$ cat src/rtl/uart_reg_ctrl.sv
// Single-port access sequencer for the UART register block: arbitrates RX capture, status updates and host accesses.
// Optional: define UART_AUTO_START_EN to follow every host TX data write with an automatic CTRL start write.
module uart_reg_ctrl #(
   parameter logic [4:0] IDLE_ADDR = 5'h1F,
   parameter logic [4:0] ADDR_TX   = 5'h00,
   parameter logic [4:0] ADDR_RX   = 5'h04,
   parameter logic [4:0] ADDR_CFG  = 5'h08,
   parameter logic [4:0] ADDR_CTRL = 5'h0C,
   parameter logic [4:0] ADDR_STT  = 5'h10
) (
   input  logic        clk,
   input  logic        rst_n,
   input  logic        host_wr_req,
   input  logic        host_rd_req,
   input  logic [4:0]  host_addr,
   input  logic [31:0] host_wdata,
   output logic        host_ack,
   input  logic        tx_done_evt,
   input  logic        rx_done_evt,
   input  logic        parity_err_evt,
   input  logic        stt_read_tx_done,
   input  logic        stt_read_rx_done,
   input  logic        stt_read_parity_error,
   output logic [4:0]  reg_address,
   output logic [31:0] data_write_to_reg,
   output logic        set_tx_done,
   output logic        set_rx_done,
   output logic        set_parity_error,
   output logic        read_tx_data,
   output logic        read_rx_data,
   output logic        busy,
   output logic        rx_overrun
);

   typedef enum logic [2:0] {
      IDLE,
      RX_CAP,
      STT_UPD,
      HOST_WR,
      HOST_RD
`ifdef UART_AUTO_START_EN
      , AUTO_START
`endif
   } state_t;

   state_t state, nxt;
   logic   rx_pend, stt_pend;
   logic   sh_tx, sh_rx, sh_pe;
   logic   wr_seen, rd_seen;
   logic   sh_tx_n, sh_rx_n, sh_pe_n;
   logic   host_state, host_nxt, ovr_clr;

   always_comb begin
      // set beats clear when both land in the same cycle
      sh_tx_n = tx_done_evt | (sh_tx & ~stt_read_tx_done);
      sh_rx_n = rx_done_evt | (sh_rx & ~stt_read_rx_done);
      sh_pe_n = (rx_done_evt & parity_err_evt) | (sh_pe & ~stt_read_parity_error);

`ifdef UART_AUTO_START_EN
      host_state = (state == HOST_WR) || (state == HOST_RD) || (state == AUTO_START);
`else
      host_state = (state == HOST_WR) || (state == HOST_RD);
`endif

      // one-cycle states hand straight back to arbitration instead of parking in IDLE
      nxt = IDLE;
      if (state == RX_CAP)
         nxt = STT_UPD;
`ifdef UART_AUTO_START_EN
      else if ((state == HOST_WR) && (host_addr == ADDR_TX))
         nxt = AUTO_START;
`endif
      else if (rx_pend)
         nxt = RX_CAP;
      else if (stt_pend && (state != STT_UPD))
         nxt = STT_UPD;
      else if (wr_seen)
         nxt = HOST_WR;
      else if (rd_seen)
         nxt = HOST_RD;

      host_nxt = (nxt == HOST_WR) || (nxt == HOST_RD);
      ovr_clr  = (nxt == HOST_WR) && (host_addr == ADDR_STT) && host_wdata[31];
   end

   always_ff @(posedge clk) begin
      if (!rst_n) begin
         state             <= IDLE;
         rx_pend           <= 1'b0;
         stt_pend          <= 1'b0;
         sh_tx             <= 1'b0;
         sh_rx             <= 1'b0;
         sh_pe             <= 1'b0;
         wr_seen           <= 1'b0;
         rd_seen           <= 1'b0;
         reg_address       <= IDLE_ADDR;
         data_write_to_reg <= '0;
         set_tx_done       <= 1'b0;
         set_rx_done       <= 1'b0;
         set_parity_error  <= 1'b0;
         read_tx_data      <= 1'b0;
         read_rx_data      <= 1'b0;
         host_ack          <= 1'b0;
         busy              <= 1'b0;
         rx_overrun        <= 1'b0;
      end else begin
         sh_tx      <= sh_tx_n;
         sh_rx      <= sh_rx_n;
         sh_pe      <= sh_pe_n;
         rx_pend    <= rx_done_evt | (rx_pend & (state != RX_CAP));
         stt_pend   <= tx_done_evt | (state == RX_CAP) | (stt_pend & (state != STT_UPD));
         rx_overrun <= (rx_overrun & ~ovr_clr) | (rx_done_evt & rx_pend);
         // a request already being served must be dropped by the host before it is seen again
         wr_seen    <= host_wr_req & ~host_state & ~host_nxt;
         rd_seen    <= host_rd_req & ~host_state & ~host_nxt;
         state      <= nxt;
         busy       <= (nxt != IDLE);

         reg_address      <= IDLE_ADDR;
         set_tx_done      <= 1'b0;
         set_rx_done      <= 1'b0;
         set_parity_error <= 1'b0;
         read_tx_data     <= 1'b0;
         read_rx_data     <= 1'b0;
         host_ack         <= 1'b0;

         case (nxt)
            RX_CAP: reg_address <= ADDR_RX;
            STT_UPD: begin
               reg_address      <= ADDR_STT;
               set_tx_done      <= sh_tx_n;
               set_rx_done      <= sh_rx_n;
               set_parity_error <= sh_pe_n;
            end
            HOST_WR: begin
               if (host_addr inside {ADDR_TX, ADDR_CFG, ADDR_CTRL})
                  reg_address <= host_addr;
               if (host_addr inside {ADDR_TX, ADDR_CFG, ADDR_CTRL, ADDR_STT})
                  data_write_to_reg <= host_wdata;
`ifdef UART_AUTO_START_EN
               host_ack <= (host_addr != ADDR_TX);
`else
               host_ack <= 1'b1;
`endif
            end
            HOST_RD: begin
               read_tx_data <= (host_addr == ADDR_TX);
               read_rx_data <= (host_addr == ADDR_RX);
               host_ack     <= 1'b1;
            end
`ifdef UART_AUTO_START_EN
            AUTO_START: begin
               reg_address       <= ADDR_CTRL;
               data_write_to_reg <= 32'h1;
               host_ack          <= 1'b1;
            end
`endif
            default: ;
         endcase
      end
   end

endmodule
$ cat config.mk
export PLATFORM = sky130hd
export DESIGN_NAME = uart_reg_ctrl
export DESIGN_NICKNAME = d
export VERILOG_FILES = /design/src/rtl/uart_reg_ctrl.sv
export SDC_FILE = /design/constraint.sdc
export NUM_CORES = 1
export LEC_CHECK = 0
export CORE_MARGIN = 2
export CORE_UTILIZATION = 47
export CTS_BUF_LIST = sky130_fd_sc_hd__clkbuf_8
export DETAILED_ROUTE_END_ITERATION = 10
export PLACE_DENSITY = 0.85
export SYNTH_ARGS = -nofsm -noshare
export SYNTH_HDL_FRONTEND = slang
export SYNTH_SLANG_ARGS = --single-unit
export TNS_END_PERCENT = 5
$ cat constraint.sdc
create_clock -name clk -period 3.1 [get_ports clk]
set_clock_uncertainty 0.05 [all_clocks]
set_input_delay 0.62 -clock clk [delete_from_list [all_inputs] [get_ports clk]]
set_output_delay 0.62 -clock clk [all_outputs]
set_load 0.005 [all_outputs]
==> results.tsv <==
stage	metric	value	unit
finish	largest_register_ffs	32	
synthesis	synth_nets	277	
finish	area_delta_synth_final	47.44	%
clock_tree	clkTransAtPathRegs	0.09	ns
worst_setup_path	reg2reg_depth	5	
worst_setup_path	crit_path_end	data_write_to_reg[20]$_SDFFE_PN0P_	
sta	max_slew.worst_pin.slew	0.4568	ns
finish	layout_common_cells	clkdlybuf4s50_1, nand2_1, dfxtp_1	
global_routing	grt_max_degree	44	
sta	maxSlewHeadroom	69.12	%
worst_setup_path	r2r_slack	1.45	ns
power_and_ir_drop	peakVddDrop	0.2723	mV
sta	fmax	492.5	MHz
floorplan	io_pins	92	
placed_design	dpl.hpwl	3587	µm
power_and_ir_drop	p_leak	1.174	nW
synthesis	postSynthAreaPerCell	9.438	µm²
worst_setup_path	crit_type	in -> reg	
worst_setup_path	crit_slowest_cell	clkdlybuf4s50_1	
clock_tree	cts_root_buf	clkbuf_8	
floorplan	core_region_area	4414	µm²
status	outcome	finished, final reports clean	
global_routing	grt_pass1_wl	7507	µm
worst_setup_path	r2r-end	rd_seen$_SDFF_PN0_	
sta	setup_tns	0	ns
global_routing	grt_overflow	0	
global_routing	antenna_found_initial	0	
drt	wl	4785	µm
drt	dr.pass1.iters	4	
synthesis	yosys-top-cells-area	dfxtp_1, mux2i_1, nand2_1	
worst_setup_path	crit_chain	clkdlybuf4s50_1 -> nand2b_1 -> nand3_1 -> nor3_4 -> buf_12 -> mux2i_1	
clock_tree	cts_tree	done	
worst_setup_path	timing.rr.start	state[1]$_SDFF_PN0_	
finish	multi_input_area	979.7	µm²
worst_setup_path	arrival	2.20	ns
worst_setup_path	critPathMaxStageDelay	0.56	ns
synthesis	yosysTopAreaCell	dfxtp_1	
worst_setup_path	endpoint_kind	register	
clock_tree	clock_latency	0.29	ns
finish	num-fill-cells	347	
global_routing	grt_pass1_vias	1700	
synthesis	yosysWarnings	0	
synthesis	ys.flop_type	dfxtp_1	
worst_setup_path	start_kind	input pin	
drt	dr_wl_met2	2296	µm
clock_tree	cts_max_path_buffers	2	
drt	drt_iter0_markers	59	
min_path	hp-class	reg -> reg	
sta	finalSetupViolCount	0	
global_routing	track_usage	18.25	%
floorplan	rows	24	
synthesis	ys_seq_area_share	50.72	%
clock_tree	cts_resized	0	
sta	period_minus_slack	2.030	ns
clock_tree	cts_hold_buf	0	
worst_setup_path	crit_start	host_addr[3]	
drt	viasPerCell	4.949	
drt	wire_per_inst	12.90	µm
finish	antennaDiodeCount	0	
finish	drive_gt1_share	5.956	%
flow_run	maxCapViolCount	0	
drt	route.met3.wl	320	µm
synthesis	synth_cell_types	35	
synthesis	async_flop_share	0	%
sta	grt_setup_unrepaired	false	
worst_setup_path	cp.required	3.27	ns
finish	final_common_cell	clkdlybuf4s50_1	
synthesis	yosys_register_bits	55	
clock_tree	htree_levels	2	
finish	seq_area	1101	µm²
floorplan	die_w	71.96	µm
synthesis	synth_top_area_share	50.72	%
synthesis	synth-edff-count	0	
drt	drc	0	
placed_design	gp_congestion	0.7516	
clock_tree	post_cts_buffers	0	
power_and_ir_drop	total_power	1.388	mW
synthesis	synthCells	230	
sta	period_share	65.50	%
drt	vias	1836	
drt	wirelength_met1	2122	µm
finish	fin_nets	366	
power_and_ir_drop	power_per_cell_area	433.5	nW/µm²
floorplan	die_area	5178	µm²
floorplan	die_h	71.96	µm
clock_tree	cts_sinks	55	
floorplan	initial_core_util	49.18	%
worst_setup_path	path_max_fanout	32	
sta	hold_violations	0	
placed_design	io_buffers	91	
synthesis	syn_area	2171	µm²
drt	antenna_left	0	
sta	maxSlewViolCount	0	
clock_tree	cts_made_buffers	5	
drt	top_layer_used	met4	
[logic make-up (layout without fill, tap and decap cells)]
family                 count (synthesis)  in the layout  synth area share [%]
AO/OA/AOI/OAI                         23             23                 7.781
flip-flops                            55             55                 50.72
buffers and inverters                 15            104                 4.150
multiplexers                          32             32                 14.76
AND/OR/NAND/NOR                      105            105                 22.59
[where the power goes]
| group | internal (mW) | leakage (nW) | switching [mW] |
|---|---|---|---|
| Clock | 0.234 | 0.0554 | 0.206 |
| Sequential | 0.733 | 0.448 | 0.0171 |
| Combinational | 0.117 | 0.671 | 0.0808 |
[Yosys cell counts, drive strengths merged, types with 2 or more instances]
| master | number |
|---|---|
| o21ai | 8 |
| nor3 | 3 |
| inv | 3 |
| nand2 | 70 |
| a21oi | 3 |
| a21boi | 2 |
| clkbuf | 9 |
| buf | 3 |
| o21a | 3 |
| dfxtp | 55 |
| nand2b | 3 |
| nand3 | 2 |
| nor2 | 10 |
| and2 | 4 |
| mux2i | 32 |
| nor2b | 7 |
[worst min-delay path by stage]
stage / from / end / slack, ns / depth (start not counted)
2_1_floorplan: rd_seen$_SDFF_PN0_ / state[2]$_SDFF_PN0_ / 0.40 / 2
3_3_place_gp: data_write_to_reg[19]$_SDFFE_PN0P_ / data_write_to_reg[19]$_SDFFE_PN0P_ / 0.39 / 2
3_5_place_dp: data_write_to_reg[24]$_SDFFE_PN0P_ / data_write_to_reg[24]$_SDFFE_PN0P_ / 0.40 / 2
4_1_cts: data_write_to_reg[18]$_SDFFE_PN0P_ / data_write_to_reg[18]$_SDFFE_PN0P_ / 0.41 / 2
5_1_grt: data_write_to_reg[18]$_SDFFE_PN0P_ / data_write_to_reg[18]$_SDFFE_PN0P_ / 0.43 / 2
6_report: data_write_to_reg[18]$_SDFFE_PN0P_ / data_write_to_reg[18]$_SDFFE_PN0P_ / 0.41 / 2
[through the flow]
stage | instances | setup slack (ns) | hold WS, ns | utilization, % | instance area (µm²)
final | 371 | 1.070 | 0.4068 | 72.51 | 3201
after global routing | 371 | 0.9695 | 0.4329 | 72.51 | 3201
after floorplan | 230 | 1.396 | 0.4011 | - | 2171
after CTS | 371 | 1.071 | 0.4120 | 72.51 | 3201
after detailed placement | 364 | 0.7585 | 0.3962 | 70.18 | 3098
after global placement | 364 | 0.8555 | 0.3908 | 70.18 | 3098
[layer usage]
layer / up-vias / global-route usage (%)
met5: - / 0
met2: 60 / 30.76
li1: 934 / -
met3: 5 / 4.167
met1: 837 / 23.63
met4: 0 / 5.031
[worst max-delay path, delay by kind of cell]
family | cells | cell delay (ns)
muxes | 1 | 0.22
buffers and inverters | 2 | 0.82
and+or+nand+nor | 3 | 0.52
[layout make-up]
cell class | instances | share of cell area [%]
sequential | 55 | 34.40
multi-input combinational | 160 | 30.61
timing repair buffer | 94 | 29.40
clock buffer | 5 | 2.150
tap | 52 | 2.033
clock inverter | 2 | 1.056
inverter | 3 | 0.3518
Note: power is estimated with default switching activity, not from simulation.
